--- src/rtl/mult_seq_pkg.sv ---
// Shared definitions for the sequential 32x32 unsigned multiplier.
// Holds the FSM state encoding, the iteration count and the counter width.
// Also provides the carry reconstruction used in place of the adder carry-out.
package mult_seq_pkg;

    // One shift-add iteration per multiplier bit.
    localparam int unsigned MULT_ITERS = 32;

    // The iteration counter is one bit wider than strictly needed.
    // This leaves headroom so the counter can be extended without a width change.
    localparam int unsigned CNT_W = 6;

    // Counter value during the final RUN cycle.
    localparam logic [CNT_W-1:0] LAST_ITER = CNT_W'(MULT_ITERS - 1);

    typedef enum logic [1:0] {
        ST_IDLE = 2'd0,
        ST_RUN  = 2'd1,
        ST_DONE = 2'd2
    } state_t;

    // Carry out of an MSB add with carry-in 0, rebuilt from the operand MSBs
    // and the sum MSB.
    // If both MSBs are set, a carry is certain.
    // If exactly one MSB is set, a carry occurred only when the sum MSB wrapped to 0.
    function automatic logic msb_carry(input logic op_a_msb,
                                       input logic op_b_msb,
                                       input logic sum_msb);
        return (op_a_msb & op_b_msb) | ((op_a_msb | op_b_msb) & ~sum_msb);
    endfunction

endpackage

--- src/rtl/add_32.sv ---
// Shared 32-bit ripple adder with carry-in and carry-out.
// Latency: combinational.
// Backpressure: none (pure function of its inputs).
// Ports: a, b (addends), cin (carry-in), sum (a+b+cin mod 2^32), cout (carry-out).
module add_32 (
    input  logic [31:0] a,
    input  logic [31:0] b,
    input  logic        cin,
    output logic [31:0] sum,
    output logic        cout
);

    assign {cout, sum} = {1'b0, a} + {1'b0, b} + {32'b0, cin};

endmodule

--- src/rtl/mult_seq.sv ---
// Sequential unsigned 32x32 -> 64 multiplier (shift-add through one shared add_32).
// Latency: fixed. With start accepted in cycle 0, done pulses in cycle 33.
// Backpressure: start is honoured only in IDLE. Requests while busy are dropped, not queued.
// Ports:
//   clk, rst          - clock and synchronous active-high reset
//   start, a, b       - request and operands, captured together in IDLE
//   busy              - high in RUN and DONE
//   done              - one-cycle pulse in DONE
//   prod_hi, prod_lo  - product halves (valid when done=1, held until the next start)
module mult_seq
    import mult_seq_pkg::*;
(
    input  logic        clk,
    input  logic        rst,
    input  logic        start,
    input  logic [31:0] a,
    input  logic [31:0] b,
    output logic        busy,
    output logic        done,
    output logic [31:0] prod_hi,
    output logic [31:0] prod_lo
);

    state_t             state_q;
    state_t             state_d;

    logic [31:0]        mcand_q;
    logic [31:0]        acc_q;
    logic [31:0]        lo_q;
    logic [CNT_W-1:0]   cnt_q;

    logic               accept;
    logic [31:0]        add_b;
    logic [31:0]        add_sum;
    logic               add_carry;
    logic               cout_unused;

    // ------------------------------------------------------------------
    // FSM
    // ------------------------------------------------------------------
    always_ff @(posedge clk) begin
        if (rst) begin
            state_q <= ST_IDLE;
        end else begin
            state_q <= state_d;
        end
    end

    always_comb begin
        state_d = state_q;
        accept  = 1'b0;
        busy    = 1'b0;
        done    = 1'b0;
        unique case (state_q)
            ST_IDLE: begin
                if (start) begin
                    accept  = 1'b1;
                    state_d = ST_RUN;
                end
            end
            ST_RUN: begin
                busy = 1'b1;
                if (cnt_q == LAST_ITER) begin
                    state_d = ST_DONE;
                end
            end
            ST_DONE: begin
                // A start seen here is dropped. The next request is taken in IDLE.
                busy    = 1'b1;
                done    = 1'b1;
                state_d = ST_IDLE;
            end
            default: begin
                state_d = ST_IDLE;
            end
        endcase
    end

    // ------------------------------------------------------------------
    // Datapath: {acc, lo} acts as one 64-bit shift register.
    // Multiplier bits leave from lo[0] as product bits enter from the top.
    // ------------------------------------------------------------------
    assign add_b = lo_q[0] ? mcand_q : 32'd0;

    add_32 u_add (
        .a    (acc_q),
        .b    (add_b),
        .cin  (1'b0),
        .sum  (add_sum),
        .cout (cout_unused)
    );

    // Carry is rebuilt from the MSBs rather than taken from the adder port.
    // This keeps the accumulate path independent of the adder's carry-out.
    assign add_carry = msb_carry(acc_q[31], add_b[31], add_sum[31]);

    always_ff @(posedge clk) begin
        if (rst) begin
            mcand_q <= '0;
            acc_q   <= '0;
            lo_q    <= '0;
            cnt_q   <= '0;
        end else if (accept) begin
            mcand_q <= a;
            acc_q   <= '0;
            lo_q    <= b;
            cnt_q   <= '0;
        end else if (state_q == ST_RUN) begin
            {acc_q, lo_q} <= {add_carry, add_sum, lo_q[31:1]};
            cnt_q         <= cnt_q + CNT_W'(1);
        end
    end

    // Working registers are exposed directly. Consumers qualify them with done.
    assign prod_hi = acc_q;
    assign prod_lo = lo_q;

endmodule

--- config.mk ---
export PLATFORM = sky130hd
export DESIGN_NAME = mult_seq
export DESIGN_NICKNAME = d
export VERILOG_FILES = /design/src/rtl/mult_seq_pkg.sv /design/src/rtl/add_32.sv /design/src/rtl/mult_seq.sv
export SDC_FILE = /design/constraint.sdc
export NUM_CORES = 1
export LEC_CHECK = 0
export ABC_AREA = 1
export BUFFER_PORTS_ARGS = -buffer_cell sky130_fd_sc_hd__buf_2
export CORE_UTILIZATION = 60
export DETAILED_ROUTE_END_ITERATION = 10
export GPL_ROUTABILITY_DRIVEN = 0
export PLACE_DENSITY = 0.86
export SLEW_MARGIN = 5
export SYNTH_ARGS = -nofsm -noshare
export SYNTH_HDL_FRONTEND = slang
export SYNTH_SLANG_ARGS = --single-unit
--- constraint.sdc ---
create_clock -name clk -period 4.66 [get_ports clk]
set_input_delay 1.398 -clock clk [delete_from_list [all_inputs] [get_ports clk]]
set_output_delay 1.398 -clock clk [all_outputs]
set_load 0.005 [all_outputs]
### After elaboration in Yosys (flattened, before gate mapping)

Cells that the tools add are included.
Widths: inputs -> output; s select.

| cells by class | value |
|---|---|
| mux-type cells | 10 |
| bitwise operators | 5 |
| eq/ne operators | 5 |
| add/subtract/negate cells | 2 |
| reduce and logical (&&, ||, !) cells | 5 |

Operators with widths:

| cell | number |
|---|---|
| $mux 32 | 3 |
| $add 32x32->32 | 1 |
| $add 6x1->6 const B | 1 |
| $eq 6x5->1 const B | 1 |
| $mux 1 | 4 |
| $mux 2 | 2 |
| $ne 2x2->1 const B | 2 |
| $pmux 2 s2 | 1 |
| $reduce_or 2->1 | 2 |
| $and 1x1->1 | 2 |
| $eq 2x1->1 const B | 1 |
| $eq 2x2->1 const B | 1 |
| $logic_not 2->1 | 1 |
| $or 1x1->1 | 2 |
| $reduce_and 2->1 | 1 |
| $reduce_bool 2->1 | 1 |
| $not 1->1 | 1 |

| word-level totals | value |
|---|---|
| logic and storage cells | 32 |
| input bits | 67 |
| output and inout port bits | 66 |
| register bits after elaboration | 104 |

### Longest topological paths before layout

Gate-level depths: netlist of the first run.

| logic depth | value |
|---|---|
| depth after elaboration | 5 |
| mapped depth | 17 |

### Modules after synthesis

Synthesis of the first run repeated with hierarchy kept, for this count alone.

| second synthesis, totals | value |
|---|---|
| cell total of the unflattened synthesis | 1,092 |
| area total of the unflattened synthesis | 6,657.6 um2 |

Modules (own cells, without submodules):

| module | area each (um2) | instances | cells each | seq. area each (um2) |
|---|---|---|---|---|
| mult_seq | 4,264.1 | 1 | 587 | 2,082.0 |
| add_32 | 2,393.5 | 1 | 505 | 0.0 |

### Least setup slack after synthesis of the first run

OpenSTA, ideal clock, no wires.

| timing path | value |
|---|---|
| path kind | register -> register |
| from | register lo_q[0], in the netlist prod_lo[0] |
| to | register acc_q[30], in the netlist prod_hi[30] |
| period minus slack after synthesis | 2.837 ns |
| arrival time | 2.767 ns |
| stages on the path, launching flop included | 18 |
| setup slack | 1.823 ns |
| buffers on the path | 2 |
| cells stage by stage | dfxtp_1 -> clkbuf_1 -> clkbuf_1 -> nand2_1 -> inv_1 -> ha_1 -> nand2_2 -> inv_1 -> nand2_1 -> nand2_1 -> nand2_1 -> nand2_1 -> a21oi_1 -> nand2_1 -> a21oi_1 -> fa_1 -> or2_2 -> a21oi_1 |

| between the ends | value |
|---|---|
| cells in the longest elaborated chain, start to end | 2 |

RTL lines:

| what | line | RTL |
|---|---|---|
| start: declaration | mult_seq.sv:29 | `logic [31:0] lo_q;` |
| start signal: assignment | mult_seq.sv:109 | `{acc_q, lo_q} <= {add_carry, add_sum, lo_q[31:1]};` |
| $mux 32 | mult_seq.sv:83 | `assign add_b = lo_q[0] ? mcand_q : 32'd0;` |
| $add 32x32->32 | add_32.sv:13 | `assign {cout, sum} = {1'b0, a} + {1'b0, b} + {32'b0, cin};` |
| end signal: assignment | mult_seq.sv:109 |  |
| end: declaration | mult_seq.sv:28 | `logic [31:0] acc_q;` |

Every way passes these cells.
A chain may end at the register's enable or synchronous reset.

### Worst setup path in the final report of the first run

Ends and elaborated chain as after synthesis.

==> flow_results.org, run 1 <==
** Outcome
- Result of the run :: finished, final reports clean

** STA
- In this run the tightest slew margin relative to its limit is 0.402.
- For this run, the top clock speed supported by timing is 0.345 GHz.
- The final number of hold-violating endpoints was 0.
- Final setup vio count :: 0
- Period utilisation layout :: 0.622
- Sum of negative setup slack :: 0 ps
- Setup WS post-layout :: ~1800 ps
- Worst-margin pin slew :: 896 ps
- The number of max-slew violations in the final report is 0.
- Setup repair after global routing missed its margin :: false
- Setup clock skew after layout :: 13.0 ps
- Final critical delay including setup and external delays :: ~2900 ps

** CTS
- TritonCTS created 9 clock buffers.
- TritonCTS built the clock tree.
- Buffer cell driving the clock tree root :: sky130_fd_sc_hd__clkbuf_8
- The clock drives between 100 and 150 sinks.
- After clock tree synthesis, the setup repair step added 0 buffers.
- Worst-path clk slew :: about 100 ps
- Hold buffers post-CTS :: 0
- The number of gates resized after CTS was 0.
- Clock buffer depth :: 2
- At the later pin of the worst-skew pair, clock insertion delay measures between 300 and 400 ps.
- CTS H-tree lvls :: 3

** Setup path
- WP data arrival :: ~3200 ps
- The critical path in this run is classified as flip-flop to flip-flop.
- Of all nets on the critical path, the largest fanout is 20.
- At the worst endpoint, the required time is 4970 ps.
- Nature of the critical path startpoint :: flip-flop
- Setup crit end kind :: flip-flop

** Logic synthesis
- Cell area after synthesis :: approximately 6700 sq um
- Yosys reg bits :: between 100 and 150
- Number of different library cells in the post-synthesis netlist :: 30
- Synth warn :: 0
- Syn_nets :: 1200
- Syn Area/Cell :: about 6.1 sq um
- Yosys attributes the largest share of cell area to sky130_fd_sc_hd__dfxtp_1 (31%), sky130_fd_sc_hd__nand2_1 (18%), sky130_fd_sc_hd__inv_1 (9.8%).
- The share of synthesized area in the top cell type comes to 0.312.
- Cell type contributing the most total cell area after synthesis :: sky130_fd_sc_hd__dfxtp_1
- Post-Syn Instances :: around 1100
- Proportion of synthesized chip area in sequential cells :: 0.312

** Detailed routing
- First-pass iteration count of the detailed router :: 6
- Vias per cell :: 5.24
- After detailed routing, the average wire length per cell comes to 12.7 um.
- Post-DRT Antenna Nets :: 0
- Drt initial violations :: approximately 450
- Wires add up to approximately 17000 um.
- Vias after detailed routing :: between 7000 and 8000
- DRC violations left :: 0

** Finish
- Filler instances :: about 1000
- Area of the multi-input gates :: about 3800 sq um
- Sequential cell area in the final layout :: ~2100 sq um
- In the final layout, the share of cells above drive strength 1 is 0.162.
- The final layout contains 1308 nets.
- Post-route design area :: about 7600 sq um
- Final non-filler cell total :: between 1000 and 1500
- The area growth from synthesis to layout is 13.8%.
- Utilization of the core after routing :: 0.702
- Number of antenna diodes :: 0

** Global routing
- Via count of the first global-routing pass :: roughly 6300
- Total routing resource utilization after global routing :: 0.310
- The number of antenna violations at the first check in global routing came to 0.
- Largest net degree at the start of global routing :: 65
- Global-route wire length before repair :: approximately 29000 um
- Global routing finished with a remaining overflow of 0.

** Floorplanning
- Vert. Die Dim :: between 100 and 150 um
- Standard-cell rows :: 38
- CORE AREA :: 10800 sq um
- The floorplan step set the die width to between 100 and 150 um.
- The floorplan step defined a die boundary enclosing roughly 12000 sq um.
- For this design the top-level I/O count stands at 133.
- For this configuration, the core starts out at a cell density of 0.616.

** Place
- DP Wirelength :: 12800 um
- Placed Instance Area :: about 7400 sq um
- Port Buffers :: approximately 130
- Cell count after placement :: about 1300
- Prior to clock tree synthesis, the placed netlist has a worst setup slack of approximately 1700 ps.

** Power
- Power density normalized to cell area :: roughly 290 nW/um^2
- Leakage :: 4.46 nW
- Across the VDD grid, the largest voltage drop is approximately 0.00018 V.

** Job
- Max-cap viol count :: 0

** Hold path
- The min-delay analysis places its worst path in the category flip-flop to flip-flop.
-- sequential cells by signal, summed over array words and instances (netlist names) --
name     count
cnt_q        6
mcand_q     32
prod_hi     32
prod_lo     32
state_q      2
-- Yosys cell counts --
cell                       count
sky130_fd_sc_hd__dfxtp_1     104
sky130_fd_sc_hd__ha_1         36
sky130_fd_sc_hd__fa_1          2
sky130_fd_sc_hd__nor3b_1       2
sky130_fd_sc_hd__or2_2         1
sky130_fd_sc_hd__o21a_1        1
sky130_fd_sc_hd__nand3_2       6
sky130_fd_sc_hd__nor3_1        4
sky130_fd_sc_hd__nand2_2      18
sky130_fd_sc_hd__inv_1       175
sky130_fd_sc_hd__buf_2        10
sky130_fd_sc_hd__o21ai_0      48
sky130_fd_sc_hd__nand3_1      72
sky130_fd_sc_hd__inv_2         5
sky130_fd_sc_hd__clkbuf_1     28
sky130_fd_sc_hd__nor3_2        1
sky130_fd_sc_hd__nor3_4        1
sky130_fd_sc_hd__nand4_1       5
sky130_fd_sc_hd__o21bai_1      3
sky130_fd_sc_hd__a31oi_1      31
sky130_fd_sc_hd__o21ai_1       5
sky130_fd_sc_hd__nor2_4        2
sky130_fd_sc_hd__a21oi_1      35
sky130_fd_sc_hd__xor2_1       13
sky130_fd_sc_hd__a21oi_2       1
sky130_fd_sc_hd__nor2_1      164
sky130_fd_sc_hd__nand2_1     314
sky130_fd_sc_hd__a21o_1        1
sky130_fd_sc_hd__nor2_2        4
sky130_fd_sc_hd__buf_1         3
-- per-layer routing --
metal	routed length (um)	GRT usage	up-vias
met4	448	0.109	0
met3	1290	0.0654	40
met1	7470	0.405	3152
met5	0	0	-
met2	7930	0.505	261
li1	-	-	3605
-- cell usage in the layout, fill, tap and decap left out, types with 2 or more instances in the layout --
| master | netlist | layout |
|---|---|---|
| sky130_fd_sc_hd__nand2_2 | 18 | 19 |
| sky130_fd_sc_hd__nand4_1 | 5 | 5 |
| sky130_fd_sc_hd__xor2_1 | 13 | 13 |
| sky130_fd_sc_hd__dfxtp_1 | 104 | 104 |
| sky130_fd_sc_hd__o21ai_1 | 5 | 5 |
| sky130_fd_sc_hd__a31oi_1 | 31 | 31 |
| sky130_fd_sc_hd__o21ai_0 | 48 | 48 |
| sky130_fd_sc_hd__nor2_2 | 4 | 4 |
| sky130_fd_sc_hd__fa_1 | 2 | 2 |
| sky130_fd_sc_hd__o21bai_1 | 3 | 3 |
| sky130_fd_sc_hd__nand3_2 | 6 | 6 |
| sky130_fd_sc_hd__nor2_4 | 2 | 2 |
| sky130_fd_sc_hd__a21oi_1 | 35 | 35 |
| sky130_fd_sc_hd__buf_4 | 0 | 6 |
| sky130_fd_sc_hd__buf_2 | 10 | 132 |
| sky130_fd_sc_hd__nor3b_1 | 2 | 2 |
| sky130_fd_sc_hd__nand3_1 | 72 | 72 |
| sky130_fd_sc_hd__inv_1 | 175 | 174 |
| sky130_fd_sc_hd__clkbuf_8 | 0 | 11 |
| sky130_fd_sc_hd__ha_1 | 36 | 35 |
| sky130_fd_sc_hd__nand2_1 | 314 | 313 |
| sky130_fd_sc_hd__nor2_1 | 164 | 164 |
| sky130_fd_sc_hd__inv_2 | 5 | 6 |
| sky130_fd_sc_hd__nor3_1 | 4 | 4 |
-- power breakdown --
part / total, mW / switching [mW] / internal (mW)
combinational: 0.537 / 0.341 / 0.196
clock: 0.600 / 0.324 / 0.276
sequential: 1.03 / 0.0619 / 0.972
total: 2.17 / 0.726 / 1.44
-- logic make-up (layout without fill, tap and decap cells) --
logic type      count (synthesis)  count (layout)  share of synthesized area
fa+ha+maj                      38              38                     0.0734
flops                         104             104                      0.312
compound gates                125             125                      0.102
simple gates                  594             594                      0.370
buf+inv                       221             333                      0.126
xor+xnor                       13              13                     0.0170
-- through the flow --
stage | total power [mW] | hold WS (ps)
after floorplan | 1.41 | 444
after global placement | 1.57 | 461
after detailed placement | 1.58 | 466
after global routing | 2.30 | 509
after CTS | 2.17 | 480
final | 2.17 | 480
-- worst max-delay path: stages, from the launching register on --
cell	delay (ps)
sky130_fd_sc_hd__dfxtp_1	350
sky130_fd_sc_hd__buf_4	260
sky130_fd_sc_hd__nand2_1	110
sky130_fd_sc_hd__inv_1	70
sky130_fd_sc_hd__ha_1	280
sky130_fd_sc_hd__nand2_1	110
sky130_fd_sc_hd__nand2_1	70
sky130_fd_sc_hd__nand2_1	80
sky130_fd_sc_hd__nand2_1	70
sky130_fd_sc_hd__nand2_1	60
sky130_fd_sc_hd__nand2_1	70
sky130_fd_sc_hd__a21oi_1	180
sky130_fd_sc_hd__nand2_1	100
sky130_fd_sc_hd__a21oi_1	180
sky130_fd_sc_hd__fa_1	420
sky130_fd_sc_hd__or2_2	290
sky130_fd_sc_hd__a21oi_1	130
-- cell type report --
class                   instances  area share
clock buffers                  11      0.0199
clock inverters                 4     0.00675
inverters                     180      0.0888
multi-input cells             770       0.495
flip-flops and latches        104       0.274
well taps                     140      0.0230
repair buffers                138      0.0928
-- path summary, 6_finish.rpt --
kind / endpoint / cells past startpoint / from / slack [ps]
worst max register to register: prod_hi[30] / 16 / prod_lo[0] / 1760
worst min register to register: cnt_q[5] / 2 / cnt_q[5] / 480
worst min-delay path: cnt_q[5] / 2 / cnt_q[5] / 480
worst max-delay path: prod_hi[30] / 16 / prod_lo[0] / 1760
Power figures use the tool's default switching activity.
==> run 2: changes to the inputs <==
--- a/config.mk
+++ b/config.mk
@@ -5,12 +5,12 @@
 export SDC_FILE = /design/constraint.sdc
 export NUM_CORES = 1
 export LEC_CHECK = 0
-export ABC_AREA = 1
+export ABC_AREA = 0
 export BUFFER_PORTS_ARGS = -buffer_cell sky130_fd_sc_hd__buf_2
-export CORE_UTILIZATION = 60
+export CORE_UTILIZATION = 55
 export DETAILED_ROUTE_END_ITERATION = 10
 export GPL_ROUTABILITY_DRIVEN = 0
-export PLACE_DENSITY = 0.86
+export PLACE_DENSITY = 0.81
 export SLEW_MARGIN = 5
 export SYNTH_ARGS = -nofsm -noshare
 export SYNTH_HDL_FRONTEND = slang
==> constraint.sdc (replaced) <==
create_clock -name clk -period 2.7 [get_ports clk]
set_input_delay 0.81 -clock clk [delete_from_list [all_inputs] [get_ports clk]]
set_output_delay 0.81 -clock clk [all_outputs]
set_load 0.005 [all_outputs]
==> run 2 against run 1 <==
Effect of this change:
- the run now ends with setup timing left
- synthesized area is 12% lower
- clock skew is 2.3 ps higher
- global-route usage is 2.1 points lower
- via count is 18% lower
- sequential power is 68% higher
- sequential share of layout area is 0.58 points higher
- cell area is 1.9% lower
- count of clock-buffer cells in the layout is 1 higher
- wire length is 3.7% lower
- hold slack worse by 24 ps
- critical path depth is 4 lower
- non-clock buffer count is 58 higher
==> flow_results.org, run 2 <==
** Outcome
- The flow ran to the end, but the final reports show violations.
- Failing checks :: setup timing

** Global routing
- The overall routing resource usage was 0.289 (-0.0214).
- The via count of the first global-routing pass is 5607 (-12%).
- The overflow left after global routing was 0 (unchanged).
- Initial antenna violation count :: 0 (unchanged)
- Global-route wire length before repair :: 25800 um (-9.8%)
- Largest net degree at the start of global routing :: 82 (+26%)

** Setup path
- WP data arrival :: 3150 ps (-50 ps)
- The worst setup path is captured at a flip-flop.
- Required @ worst endpoint :: 2990 ps (-1980 ps)
- Largest fanout on the critical path :: 12 (-40%)
- The setup path with the least slack is of type flip-flop to flip-flop.
- The worst setup path is launched from a flip-flop.

** STA
- The top achievable clock speed was 0.350 GHz (+1.4%).
- Setup WS post-layout :: -157 ps (-1920 ps)
- Setup repair after global routing missed its margin :: true
- The number of max-slew violations in the final report was 0 (unchanged).
- The setup-violating endpoint count in the final report came to 9 (+9).
- The clock skew after layout was 15.3 ps (+2.27 ps).
- The final critical delay including setup and external delays is 2860 ps (-40.4 ps).
- Worst slew margin relative to its limit :: 0.605 (+0.203)
- Worst-case hold slack :: 456 ps (-24.1 ps)
- Period utilisation layout :: 1.06 (+0.436)
- Final hold violation count :: 0 (unchanged)
- The transition at the pin with the smallest max-transition slack came to 593 ps (-304 ps).

** Floorplanning
- Effective utilization at floorplan :: 0.568 (-0.0484)
- The number of rows in the core area is 37 (-2.6%).
- The die footprint was 11100 sq um (-3.8%).
- CORE AREA :: 10400 sq um (-4.3%)
- The number of primary I/O pins is 133 (unchanged).
- Vert. Die Dim :: 105 um (-1.9%)
- The horizontal die dimension was 105 um (-1.9%).

** Power
- Power density normalized to cell area :: 464 nW/um^2 (+63%)
- The maximum resistive drop on vdd came to 0.000385 V (+110%).
- Leakage :: 3.31 nW (-26%)
- Design Power :: 3.46 mW (+60%)

** Logic synthesis
- The sequential area share after synthesis came to 0.353 (+0.0419).
- The share of flip-flops with an asynchronous set or reset was 0 (unchanged).
- The area fraction of the dominant cell type after synthesis is 0.353 (+0.0419).
- Counting instances in the post-synthesis netlist gives the leading cell types as sky130_fd_sc_hd__dfxtp_1 (104), sky130_fd_sc_hd__nand2_1 (104), sky130_fd_sc_hd__a21oi_1 (63).
- The synthesized netlist net count is 816 (-32%).
- Number of different library cells in the post-synthesis netlist :: 57 (+90%)
- Number of enable flip-flop cells after synthesis :: 0 (unchanged)
- The count of state elements after synthesis is 104 (unchanged).
- The most used flip-flop cell after synthesis is sky130_fd_sc_hd__dfxtp_1.
- The number of instances in the synthesized netlist came to 711 (-35%).
- The post-synthesis instance area came to 5890 sq um (-12%).
- The largest total area in the synthesized netlist belongs to sky130_fd_sc_hd__dfxtp_1.
- Syn Area/Cell :: 8.29 sq um (+36%)
- Cell types with the largest area share after synthesis :: sky130_fd_sc_hd__dfxtp_1 (35%), sky130_fd_sc_hd__ha_1 (7.6%), sky130_fd_sc_hd__mux2i_1 (7.0%)
- The number of synthesis warnings came to 0 (unchanged).

** Detailed routing
- The wire length reported by the detailed router was 16500 um (-3.7%).
- Vias per cell :: 5.77 (+10%)
- Drt initial violations :: 385 (-15%)
- The number of remaining DRC errors is 0 (unchanged).
- The first-pass detailed-route iteration total is 8 (+2).
- The overall via count from detail_route came to 5814 (-18%).
- Post-DRT Antenna Nets :: 0 (unchanged)
- The average wire length per cell after detail routing came to 16.4 um (+29%).

** CTS
- Clock buffer depth :: 2 (unchanged)
- TritonCTS built the clock tree.
- The clock-pin slew on the worst setup and hold paths is 90 ps (about the same).
- CTS H-tree lvls :: 3 (unchanged)
- Number of buffers created by CTS :: 9 (unchanged)
- Clk sink count :: 104 (unchanged)
- The worst-skew pair later-pin latency is 370 ps (about the same).
- Buffer cell driving the clock tree root :: sky130_fd_sc_hd__clkbuf_8

** Place
- The count of buffers inserted at the top-level ports came to 132 (unchanged).
- DP Wirelength :: 11800 um (-8.0%)
- The cell total after placement came to 982 (-26%).

** Hold path
- Type of the tightest min-delay check :: flip-flop to flip-flop

** Job
- The number of violations of the max-capacitance limit is 0 (unchanged).

** Finish
- The area growth from synthesis to layout is 26.6%.
- The post-layout instance count excluding filler cells is 1007 (-25%).
- The fraction of final layout cells sized beyond drive strength 1 was 0.302 (+0.140).
- The library cell used most frequently in the layout, excluding fill and tap cells, is sky130_fd_sc_hd__buf_2.
- The library cells used most frequently in the layout, excluding fill and tap cells, are sky130_fd_sc_hd__buf_2 (132), sky130_fd_sc_hd__nand2_1 (103), sky130_fd_sc_hd__dfxtp_1 (103), sky130_fd_sc_hd__nor2_1 (61), sky130_fd_sc_hd__buf_4 (60).
- Number of antenna diodes :: 0 (unchanged)
- Nets :: 974 (-26%)
-- run 2: what timing repair did --
action,4_1_cts,5_1_grt
gates resized for setup,17,19
setup buffers,7,5
endpoints found under the setup margin,7,18
pin swaps,16,19
gates cloned,0,0
hold buffers,0,0
-- run 2: metal layers --
layer,global-route usage,vias to the layer above,routed length [um]
li1,-,2809,-
met1,0.356,2703,6880
met2,0.490,261,7880
met3,0.0557,41,1290
met4,0.124,0,461
met5,0,-,0
-- run 2: layout make-up --
class,count,area (sq um)
fill,785,2910
multi-input combinational,548,3820
tap,136,170
sequential,104,2090
timing repair buffer,196,1160
clock inverter,1,30.0
clock buffer,12,155
inverter,10,37.5
-- run 2: critical path, stage by stage (launching register included) --
cell and delay (ps):
sky130_fd_sc_hd__dfxtp_4 400, sky130_fd_sc_hd__buf_6 160, sky130_fd_sc_hd__and2_4 170, sky130_fd_sc_hd__ha_4 280
sky130_fd_sc_hd__nand4_1 180, sky130_fd_sc_hd__nor2_1 200, sky130_fd_sc_hd__o2111ai_2 160, sky130_fd_sc_hd__a21oi_2 230
sky130_fd_sc_hd__a31oi_2 140, sky130_fd_sc_hd__o21ai_2 150, sky130_fd_sc_hd__a21oi_2 70, sky130_fd_sc_hd__fa_1 450
sky130_fd_sc_hd__a211oi_2 190
-- run 2: power by group --
group | internal [mW] | switching [mW]
Clock | 0.466 | 0.516
Sequential | 1.65 | 0.0879
Combinational | 0.329 | 0.418
Total | 2.44 | 1.02
-- run 2: kinds of logic (layout without fill, tap and decap cells) --
group                    count (synthesis)  count (layout)  synth area share
buffers and inverters                   59             219            0.0397
AO/OA/AOI/OAI                          186             186             0.209
multiplexers                            42              42            0.0716
AND/OR/NAND/NOR                        254             254             0.201
XOR/XNOR                                28              28            0.0416
flip-flops                             104             104             0.353
adder cells (fa/ha/maj)                 38              38            0.0833
-- run 2: path summary, 6_finish.rpt --
check                                 from           to  slack [ps]  cells past startpoint
worst max-delay path            prod_lo[0]  prod_hi[30]        -160                     12
worst min-delay path            mcand_q[2]   mcand_q[2]         460                      2
worst max register to register  prod_lo[0]  prod_hi[30]        -160                     12
worst min register to register  mcand_q[2]   mcand_q[2]         460                      2
-- run 2: stage by stage --
stage	setup WS (ps)	instance area (sq um)	utilization	setup TNS, ps
finish	-157	7460	0.719	-522
global route	-304	7460	0.719	-1810
CTS	-93.6	7340	0.708	-239
detailed placement	-135	7040	0.679	-310
global placement	-77.1	7040	0.679	-107
floorplan	-32.2	6030	-	-32.2
